`src/rtl/hazard_unit_id.sv`:
```
// hazard_unit_id: ID-stage stall/bubble generator with EX/MEM shadow pipeline
// Ports:
//   clk, reset          rising-edge clock, async active-high reset
//   id_valid            ID holds a real instruction
//   rs_id, rt_id        ID source registers, qualified by uses_rs_id/uses_rt_id
//   branch_id           ID instruction resolves in ID and needs operands now
//   rd_id, reg_write_id, mem_read_id  destination info of the ID instruction
//   stall_id, bubble_ex hold IF/ID and PC, load a NOP into ID/EX
//   rd_ex_m, reg_write_ex_m  MEM-stage destination for the forwarding unit
//   stall_count         saturating count of stalled cycles
module hazard_unit_id #(
    parameter int CNT_W = 16
) (
    input  logic             clk,
    input  logic             reset,
    input  logic             id_valid,
    input  logic [4:0]       rs_id,
    input  logic [4:0]       rt_id,
    input  logic             uses_rs_id,
    input  logic             uses_rt_id,
    input  logic             branch_id,
    input  logic [4:0]       rd_id,
    input  logic             reg_write_id,
    input  logic             mem_read_id,
    output logic             stall_id,
    output logic             bubble_ex,
    output logic [4:0]       rd_ex_m,
    output logic             reg_write_ex_m,
    output logic [CNT_W-1:0] stall_count
);
    logic [4:0]       ex_rd_q, ex_rd_d, mem_rd_q;
    logic             ex_wr_q, ex_wr_d, ex_ld_q, ex_ld_d, mem_wr_q, mem_ld_q;
    logic [CNT_W-1:0] cnt_q, cnt_d;
    logic             ex_match, mem_match, load_use, br_ex, br_mem_ld, stall;

    // r0 is hardwired zero, so it never carries a dependency
    assign ex_match  = (ex_rd_q != 5'd0) &&
                       ((uses_rs_id && ex_rd_q == rs_id) || (uses_rt_id && ex_rd_q == rt_id));
    assign mem_match = (mem_rd_q != 5'd0) &&
                       ((uses_rs_id && mem_rd_q == rs_id) || (uses_rt_id && mem_rd_q == rt_id));

    assign load_use  = id_valid && ex_ld_q && ex_wr_q && ex_match;
    assign br_ex     = id_valid && branch_id && ex_wr_q && ex_match;
    // load data in MEM is only forwardable from WB, too late for an ID branch
    assign br_mem_ld = id_valid && branch_id && mem_ld_q && mem_wr_q && mem_match;
    assign stall     = load_use || br_ex || br_mem_ld;

    assign stall_id       = stall;
    assign bubble_ex      = stall;
    assign rd_ex_m        = mem_rd_q;
    assign reg_write_ex_m = mem_wr_q && !mem_ld_q;
    assign stall_count    = cnt_q;

    always_comb begin
        ex_rd_d = (stall || !id_valid) ? 5'd0 : rd_id;
        ex_wr_d = (stall || !id_valid) ? 1'b0 : reg_write_id;
        ex_ld_d = (stall || !id_valid) ? 1'b0 : mem_read_id;
        cnt_d   = (stall && cnt_q != {CNT_W{1'b1}}) ? cnt_q + CNT_W'(1) : cnt_q;
    end

    always_ff @(posedge clk or posedge reset) begin
        if (reset) begin
            ex_rd_q  <= 5'd0;
            ex_wr_q  <= 1'b0;
            ex_ld_q  <= 1'b0;
            mem_rd_q <= 5'd0;
            mem_wr_q <= 1'b0;
            mem_ld_q <= 1'b0;
            cnt_q    <= '0;
        end else begin
            mem_rd_q <= ex_rd_q;
            mem_wr_q <= ex_wr_q;
            mem_ld_q <= ex_ld_q;
            ex_rd_q  <= ex_rd_d;
            ex_wr_q  <= ex_wr_d;
            ex_ld_q  <= ex_ld_d;
            cnt_q    <= cnt_d;
        end
    end
endmodule

```
`config.mk`:
```
export PLATFORM = sky130hd
export DESIGN_NAME = hazard_unit_id
export DESIGN_NICKNAME = d
export VERILOG_FILES = /design/src/rtl/hazard_unit_id.sv
export SDC_FILE = /design/constraint.sdc
export NUM_CORES = 1
export LEC_CHECK = 0
export CORE_AREA = 3 3 63 65
export DETAILED_ROUTE_END_ITERATION = 10
export DIE_AREA = 0 0 66 68
export PLACE_DENSITY = 0.75
export SYNTH_ARGS = -nofsm -noshare
export SYNTH_HDL_FRONTEND = slang
export SYNTH_SLANG_ARGS = --single-unit
```
`constraint.sdc`:
```
create_clock -name clk -period 2.6 [get_ports clk]
set_input_delay 0.78 -clock clk [delete_from_list [all_inputs] [get_ports clk]]
set_output_delay 0.78 -clock clk [all_outputs]
set_load 0.1 [all_outputs]
```
Word level (Yosys, flattened, before mapping)
Index checks and enable logic that the tools add are counted.

storage, ports and cells
  output and inout port bits = 24
  logic and storage cells = 42
  bits of input ports = 23
  register bits after elaboration = 30

cells by class
  reductions and logical operators = 26
  mux-type cells = 3
  equality and inequality tests = 5
  add/subtract/negate cells = 1

operators with widths
  operator                 count
  $eq A5 B5 Y1             4
  $logic_and A1 B1 Y1      17
  $add A16 B1 Y16 const B  1
  $ne A16 B16 Y1 const B   1
  $reduce_bool A5 Y1       2
  $logic_or A1 B1 Y1       5
  $mux W5                  1
  $logic_not A1 Y1         2
  $mux W1                  2

Longest topological paths before layout
Gate-level depths: netlist (run 1).

  depth after elaboration = 9
  depth in mapped cells = 7
  mapped depth without buffers = 6

Worst setup path before layout (run 1)
No wires, ideal clock.

  path kind = reg2out
  start point = register mem_rd_q[0], in the netlist rd_ex_m[0]
  end point = output port stall_id
  path buffers = 2
  arrival time = 2.799 ns
  data required time = 1.820 ns
  setup slack = -0.979 ns
  cell stages (with the launch flop) = 8
  path through = dfrtp_1 xnor2_1 nand4_1 o22ai_1 a22oi_2 clkbuf_1 inv_1 buf_4

between the ends
  longest elaborated chain between the ends = 6
  elaborated cells between the ends (all ways) = 9
  classes of those cells = eq/ne: 2; reduce/logical: 7

RTL lines
  what                    RTL line  RTL
  start, declared         31        logic [4:0] ex_rd_q, ex_rd_d, mem_rd_q;
  start signal, assigned  71        mem_rd_q <= ex_rd_q;
  $eq A5 B5 Y1            40        ((uses_rs_id && mem_rd_q == rs_id) || (uses_rt_id && mem_rd_q == rt_id));
  $logic_and A1 B1 Y1     40
  $logic_or A1 B1 Y1      40
  $logic_and A1 B1 Y1 *   39        assign mem_match = (mem_rd_q != 5'd0) &&
  $logic_and A1 B1 Y1 *   45        assign br_mem_ld = id_valid && branch_id && mem_ld_q && mem_wr_q && mem_match;
  $logic_or A1 B1 Y1 *    46        assign stall = load_use || br_ex || br_mem_ld;
  end, declared           25        output logic stall_id,

Mark *: on every way between the ends. The rest lies on a longest branch, timed or not.

Worst setup path after layout (run 1)
  start point = input port rs_id[2]
  end point = output port bubble_ex

between the ends
  longest elaborated chain between the ends = 7
  elaborated cells between the ends (all ways) = 13
  classes of those cells = eq/ne: 2; reduce/logical: 11

RTL lines
  what                                    RTL line  RTL
  start, declared                         17        input logic [4:0] rs_id,
  $eq A5 B5 Y1                            38        ((uses_rs_id && ex_rd_q == rs_id) || (uses_rt_id && ex_rd_q == rt_id));
  $logic_and A1 B1 Y1                     38
  $logic_or A1 B1 Y1                      38
  $logic_and A1 B1 Y1                     37        assign ex_match = (ex_rd_q != 5'd0) &&
  $logic_and A1 B1 Y1 (on tied branches)  42, 43
  $logic_or A1 B1 Y1                      46
  $logic_or A1 B1 Y1 *                    46
  end, declared                           26        output logic bubble_ex,

Marks and branches as above.

==> results of run 1 <==
[area by class of cell]
type | count | area, µm²
Clock inverter | 1 | 5.00
Timing Repair Buffer | 51 | 443
Sequential cell | 30 | 757
Multi-Input combinational cell | 99 | 828
Clock buffer | 7 | 55.1
Tap cell | 46 | 57.6
Fill cell | 263 | 1220
Inverter | 4 | 18.8
[placed cells by master (no fill, tap or decap), types with 2 or more instances in the layout]
cell	synthesis	final
nor3_1	6	6
inv_1	4	3
nand4_1	5	5
buf_12	0	2
dlygate4sd2_1	0	2
o22ai_2	0	2
nor4_2	2	2
mux2_2	2	2
nand2_1	9	9
buf_4	2	28
nor2_1	4	4
xor2_1	11	11
buf_2	0	5
xnor2_1	22	16
nand3_1	5	5
clkdlybuf4s50_1	0	8
xnor2_2	0	5
dfrtp_1	30	25
buf_6	1	4
and3_1	7	7
nor4_1	4	4
clkbuf_4	0	5
dfrtp_2	0	5
[cell families after synthesis]
| group | count (synthesis) |
|---|---|
| and+or+nand+nor | 56 |
| xor gates and xnor gates | 33 |
| adders and majority gates | 1 |
| muxes | 3 |
| DFF | 30 |
| AOI/OAI and AO/OA | 6 |
| buffers and inverters | 8 |
[worst max path at each step]
stage          slack (ps)                          end  cells past startpoint                  from
6_report              -10                    bubble_ex                      7              rs_id[2]
5_1_grt               -50                    bubble_ex                      6  rd_ex_m[4]$_DFF_PP0_
4_1_cts               -50                    bubble_ex                      7              rt_id[4]
3_5_place_dp         -450  stall_count[14]$_DFFE_PP0P_                      8              rt_id[4]
3_3_place_gp         -380  stall_count[14]$_DFFE_PP0P_                      8              rt_id[4]
2_1_floorplan        -510                     stall_id                      7              rt_id[3]
[Yosys cell counts, types with 4 or more instances]
cell type	number
xnor2_1	22
inv_1	4
xor2_1	11
nor4_1	4
nand3_1	5
nand2_1	9
dfrtp_1	30
nand4_1	5
and3_1	7
nor3_1	6
nor2_1	4
[power by group through the flow]
stage	Clock [mW]	Sequential [mW]	Combinational, mW
after floorplan	0	0.557	0.0564
after global placement	0	0.507	0.173
after detailed placement	0	0.508	0.175
after CTS	0.292	0.501	0.180
after global routing	0.315	0.503	0.194
final	0.282	0.501	0.181
[state kept, by name (all words and copies together), names as in the netlist]
register / flops
ex_wr_q: 1
ex_ld_q: 1
stall_count: 16
rd_ex_m: 5
ex_rd_q: 5
mem_wr_q: 1
mem_ld_q: 1
[timing repair]
action	CTS	global route
pin swaps	14	7
hold buffers	0	0
gates cloned	0	0
endpoints found under the setup margin	3	2
gates resized for setup	64	6
[routing by layer]
metal	up-vias	GRT usage [%]	part of all wire, %
met3	8	3.28	4.8
met4	0	9.64	2.1
li1	589	-	-
met2	37	29.8	50
met1	554	20.5	44
met5	-	0	0
[critical path: stages]
cell and delay (ps):
buf_4 130, xnor2_2 120, nand4_1 100, o22ai_2 70
a22oi_2 230, clkinvlp_4 190, buf_12 190
[metrics by stage]
| step | cell area (µm²) | worst slack [ps] | hold WS, ps |
|---|---|---|---|
| floorplan | 1580 | -509 | 354 |
| global placement | 2050 | -383 | 361 |
| detailed placement | 2050 | -453 | 361 |
| CTS | 2140 | -52.4 | 374 |
| global route | 2160 | -54.9 | 380 |
| finish | 2160 | -13.5 | 369 |
==> results.txt, run 1 <==
Synth Area in Simple Gates: 24.4%
total inserted antenna cells: 0
crit path max fanout: 2
CTS Root Cell: clkbuf_4
fin nets: 215
Synth Register Bits: 30
Clock Tree Buf Depth: 2
Ports: 47
fin. max-slew vios: 0
CP required: 1820 ps
vias in the first global route: 1297
Post-Syn Instances: 137
multiplexer share of the synthesized area: 2.18%
sequential fraction of the synthesis area: 48.4%
DR WL/cell: 14.2 µm
Setup Total Neg Slack: -26.9 ps
asr flop ratio synth: 100%
Synth Area in Compound Gates: 2.74%
synth unique cells: 36
setup slack after layout: -13.5 ps
clk sinks: 30
Die Wd: 66 µm
share of post-route cells with drive strength above 1: 40.1%
clock skew: 10.5 ps
CTS tree: done
GR Overflow Total: 0
core area: 0.00339 mm²
DRC: 0
top-area cell type share of the netlist area: 48.4%
Syn Nets: 161
Worst Tran Pin Value: 417 ps
Synth warnings: 0
Min-Delay Startpoint: ex_ld_q$_DFF_PP0_
CTS Buf Count: 5
pin count of the biggest net entering global routing: 31
Detailed Routing Iterations Pass 1: 4
Logic pwr share: 18.8%
Max VDD drop: 380 µV
synth top area cells: dfrtp_1 48%, xnor2_1 12%, xor2_1 6.2%
Worst EP arrival: 1830 ps
reg2reg start: rd_ex_m[4]$_DFF_PP0_
failing checks: setup timing
Setup Buffers After CTS: 0
largest family of logic cells by synthesized area: simple AND/OR/NAND/NOR gates
achievable frequency: 383 MHz
crit path kind: primary input to primary output
Final Hold Fails: 0
gpl congestion: 0.831
area leader, netlist: dfrtp_1
Hold Path Stages: 0
Clock Latency Late Sink: 320 ps
Adder-Cell Fraction of Synth Area: 0.806%
Syn Std Cell Area: 0.00155 mm²
EDFF count, synth: 0
Min-Delay Path Class: flop to flop
Hold EP: mem_ld_q$_DFF_PP0_
CTS H-tree depth: 2
I/O Buffers: 46
status: finished with violations
global-route wire length before repair: 5.78 mm
startpoint types: primary input
switching power of the nets: 277 µW
sw frac: 28.7%
Seq pwr share: 51.9%
synth-to-layout area growth: 39.5%
WL final: 3.38 mm
leakage: 1.02 nW
FP Rows: 21
Layout Cells excl Fill: 238
placed insts: 230
routed vias/inst: 4.99
FF-to-FF setup slack: 400 ps
Starting Density: 45.8%
max_cap viols: 0
Slew headroom: 72.1%
crit path time final: 2610 ps
PwrDens: 446 mW/mm²
reg2reg path depth: 7
DRT iter0 DRCs: 12
Final ANT Viol Nets: 0
unrepaired setup endpoints after global routing: true
crit share post-route: 101%
ys flop type: dfrtp_1
syn avg cell area: 11.3 µm²
Die Span Y: 68 µm
Final Setup Violations: 2
clock slew at reported path FFs: 90 ps
vias: 1188
Clock power frac: 29.3%
cell-internal power: 687 µW
initial antenna violation count: 0
Die Area: 0.00449 mm²
reg2reg end: stall_count[14]$_DFFE_PP0P_
post-DP HPWL: 2.60 mm
total power: 964 µW
Util after Layout: 63.9%
Crit. End Element: primary output
gr usage total: 17.3%
Post-Synth XOR/XNOR Area: 18.6%
No activity file was read; power rests on OpenSTA's default activity.
==> run 2: changes to the inputs <==
--- a/config.mk
+++ b/config.mk
@@ -8,6 +8,7 @@
 export CORE_AREA = 3 3 63 65
 export DETAILED_ROUTE_END_ITERATION = 10
 export DIE_AREA = 0 0 66 68
+export MAX_ROUTING_LAYER = met4
 export PLACE_DENSITY = 0.75
 export SYNTH_ARGS = -nofsm -noshare
 export SYNTH_HDL_FRONTEND = slang
==> run 2 against run 1 <==
Effect of this change:
- the flow still finishes with violations (setup timing)
- sequential cell count stayed put
- global-route usage is 0.54 points higher
- clock-buffer cell count stayed put
- non-clock buffer count stayed put
- design area stayed put
- critical path depth stayed put
- highest routed layer unchanged
- fmax stayed put
- critical endpoint unchanged
- utilization stayed put
==> results.txt, run 2 (synthesized netlist as in run 1, its figures left out) <==
share of post-route cells with drive strength above 1: 40.1% (unchanged)
Final Setup Violations: 2 (unchanged)
total power: 964 µW (about the same)
Slew headroom: 72.1% (about the same)
DRC: 0 (unchanged)
clk sinks: 30 (unchanged)
FF/Latch Area: 757 µm² (unchanged)
CTS tree: done
clock slew at reported path FFs: 90 ps (about the same)
Setup Total Neg Slack: -26.9 ps (+0.000200 ps)
crit-path cells: buf_4 -> xnor2_2 -> nand4_1 -> o22ai_2 -> a22oi_2 -> clkinvlp_4 -> buf_12
GR Overflow Total: 0 (unchanged)
slowest cell delay on critical path: 230 ps (about the same)
max FFs per register: 16 (unchanged)
gpl congestion: 0.844 (+1.5%)
synth-to-layout area growth: 39.5% (unchanged)
vias in the first global route: 1294 (-0.23%)
Util after Layout: 63.9% (unchanged)
max_cap viols: 0 (unchanged)
routed vias/inst: 5.00 (about the same)
DRT iter0 DRCs: 12 (unchanged)
reg2reg start: rd_ex_m[4]$_DFF_PP0_
most common cell after layout, fill and taps aside: buf_4
Worst Tran Pin Value: 417 ps (+0.138 ps)
Crit. End Element: primary output
crit path max fanout: 2 (unchanged)
WL final: 3.38 mm (-0.12%)
Clock Tree Buf Depth: 2 (unchanged)
Die Area: 0.00449 mm² (unchanged)
Worst EP arrival: 1830 ps (about the same)
Top delay family on crit path: buffers and inverters
Final ANT Viol Nets: 0 (unchanged)
status: finished with violations
vias: 1189 (+0.084%)
fin. max-slew vios: 0 (unchanged)
pin count of the biggest net entering global routing: 31 (unchanged)
initial antenna violation count: 0 (unchanged)
Min-Delay Startpoint: ex_ld_q$_DFF_PP0_
PwrDens: 445 mW/mm² (about the same)
fin nets: 215 (unchanged)
post-DP HPWL: 2.60 mm (unchanged)
Clock Latency Late Sink: 320 ps (about the same)
CTS Buf Count: 5 (unchanged)
unrepaired setup endpoints after global routing: true
Die Span Y: 68 µm (unchanged)
commonest non-fill, non-tap cells in the layout: 28 x buf_4, 25 x dfrtp_1, 16 x xnor2_1
FP Rows: 21 (unchanged)
Worst Setup SP: rs_id[2]
CTS H-tree depth: 2 (unchanged)
total inserted antenna cells: 0 (unchanged)
achievable frequency: 383 MHz (unchanged)
gr usage total: 17.9% (+0.54 points)
crit path kind: primary input to primary output
crit share post-route: 101% (about the same)
hold_ws: 370 ps (+1.13 ps)
Layout Cells excl Fill: 238 (unchanged)
global-route wire length before repair: 5.78 mm (+0.12%)
core area: 0.00339 mm² (unchanged)
CP required: 1820 ps (about the same)
crit path time final: 2610 ps (-0.000100 ps)
setup slack after layout: -13.5 ps (+0.000100 ps)
Ports: 47 (unchanged)
I/O Buffers: 46 (unchanged)
Final Hold Fails: 0 (unchanged)
Detailed Routing Iterations Pass 1: 4 (unchanged)
Max VDD drop: 380 µV (about the same)
CTS Root Cell: clkbuf_4
Min-Delay Path Class: flop to flop
Setup Buffers After CTS: 0 (unchanged)
leakage: 1.02 nW (unchanged)
area of the multi-input gates: 828 µm² (unchanged)
startpoint types: primary input
CTS Hold Buffers Added: 0 (unchanged)
clock skew: 9.53 ps (-0.971 ps)
CP bufs+invs: 3 (unchanged)
Worst path slowest cell: a22oi_2
Filler cells: 263 (unchanged)
placed insts: 230 (unchanged)
DR WL/cell: 14.2 µm (-0.12%)
Die Wd: 66 µm (unchanged)
Starting Density: 45.8% (unchanged)
failing checks: setup timing
## run 2: cell counts in the layout (fill, tap and decap cells not counted)
No cell type changed its count.
## run 2: final cells by class
class | instances | share of cell area (%)
Tap cell | 46 | 2.66
Inverter | 4 | 0.867
Clock inverter | 1 | 0.231
Clock buffer | 7 | 2.54
Timing Repair Buffer | 51 | 20.5
Sequential cell | 30 | 35.0
Multi-Input combinational cell | 99 | 38.3
## run 2: what timing repair did
item / CTS / global route
endpoints found under the setup margin: 3 / 2
resized for setup: 64 / 6
gates cloned: 0 / 0
pin swaps: 14 / 7
## run 2: per-layer routing
metal / vias to the layer above / wire length [µm] / track usage (%)
li1: 589 / - / -
met1: 555 / 1480 / 20.9
met2: 37 / 1670 / 29.7
met3: 8 / 156 / 3.12
met4: 0 / 72 / 9.64
met5: - / 0 / -
## run 2: final timing paths
path                                          endpoint  slack, ps  depth (start not counted)
setup reg to reg           stall_count[14]$_DFFE_PP0P_        400                          7
setup / recovery                             bubble_ex        -10                          7
hold reg to reg                     mem_ld_q$_DFF_PP0_        370                          0
max in group asynchronous         rd_ex_m[2]$_DFF_PP0_       1490                          3
min in group asynchronous   stall_count[3]$_DFFE_PP0P_        810                          3
hold / removal                      mem_ld_q$_DFF_PP0_        370                          0
## run 2: where the power goes
group | internal [mW] | total, mW | switching [mW] | leakage, nW
registers | 0.481 | 0.501 | 0.0194 | 0.387
logic | 0.0753 | 0.181 | 0.106 | 0.595
clock network | 0.131 | 0.282 | 0.151 | 0.0353
## run 2: stage by stage
step	cell area [µm²]	setup slack, ps
3_3_place_gp	2050	-383
5_1_grt	2160	-54.9
2_1_floorplan	1580	-509
4_1_cts	2140	-52.4
3_5_place_dp	2050	-453
6_report	2160	-13.5
## run 2: worst register-to-register path: stages, from the launching register on
cell and delay, ps:
dfrtp_2 480, xnor2_4 180, nand4_1 120, o22ai_2 170, a22oi_2 120, buf_4 220, nor4b_1 420, mux2_2 380
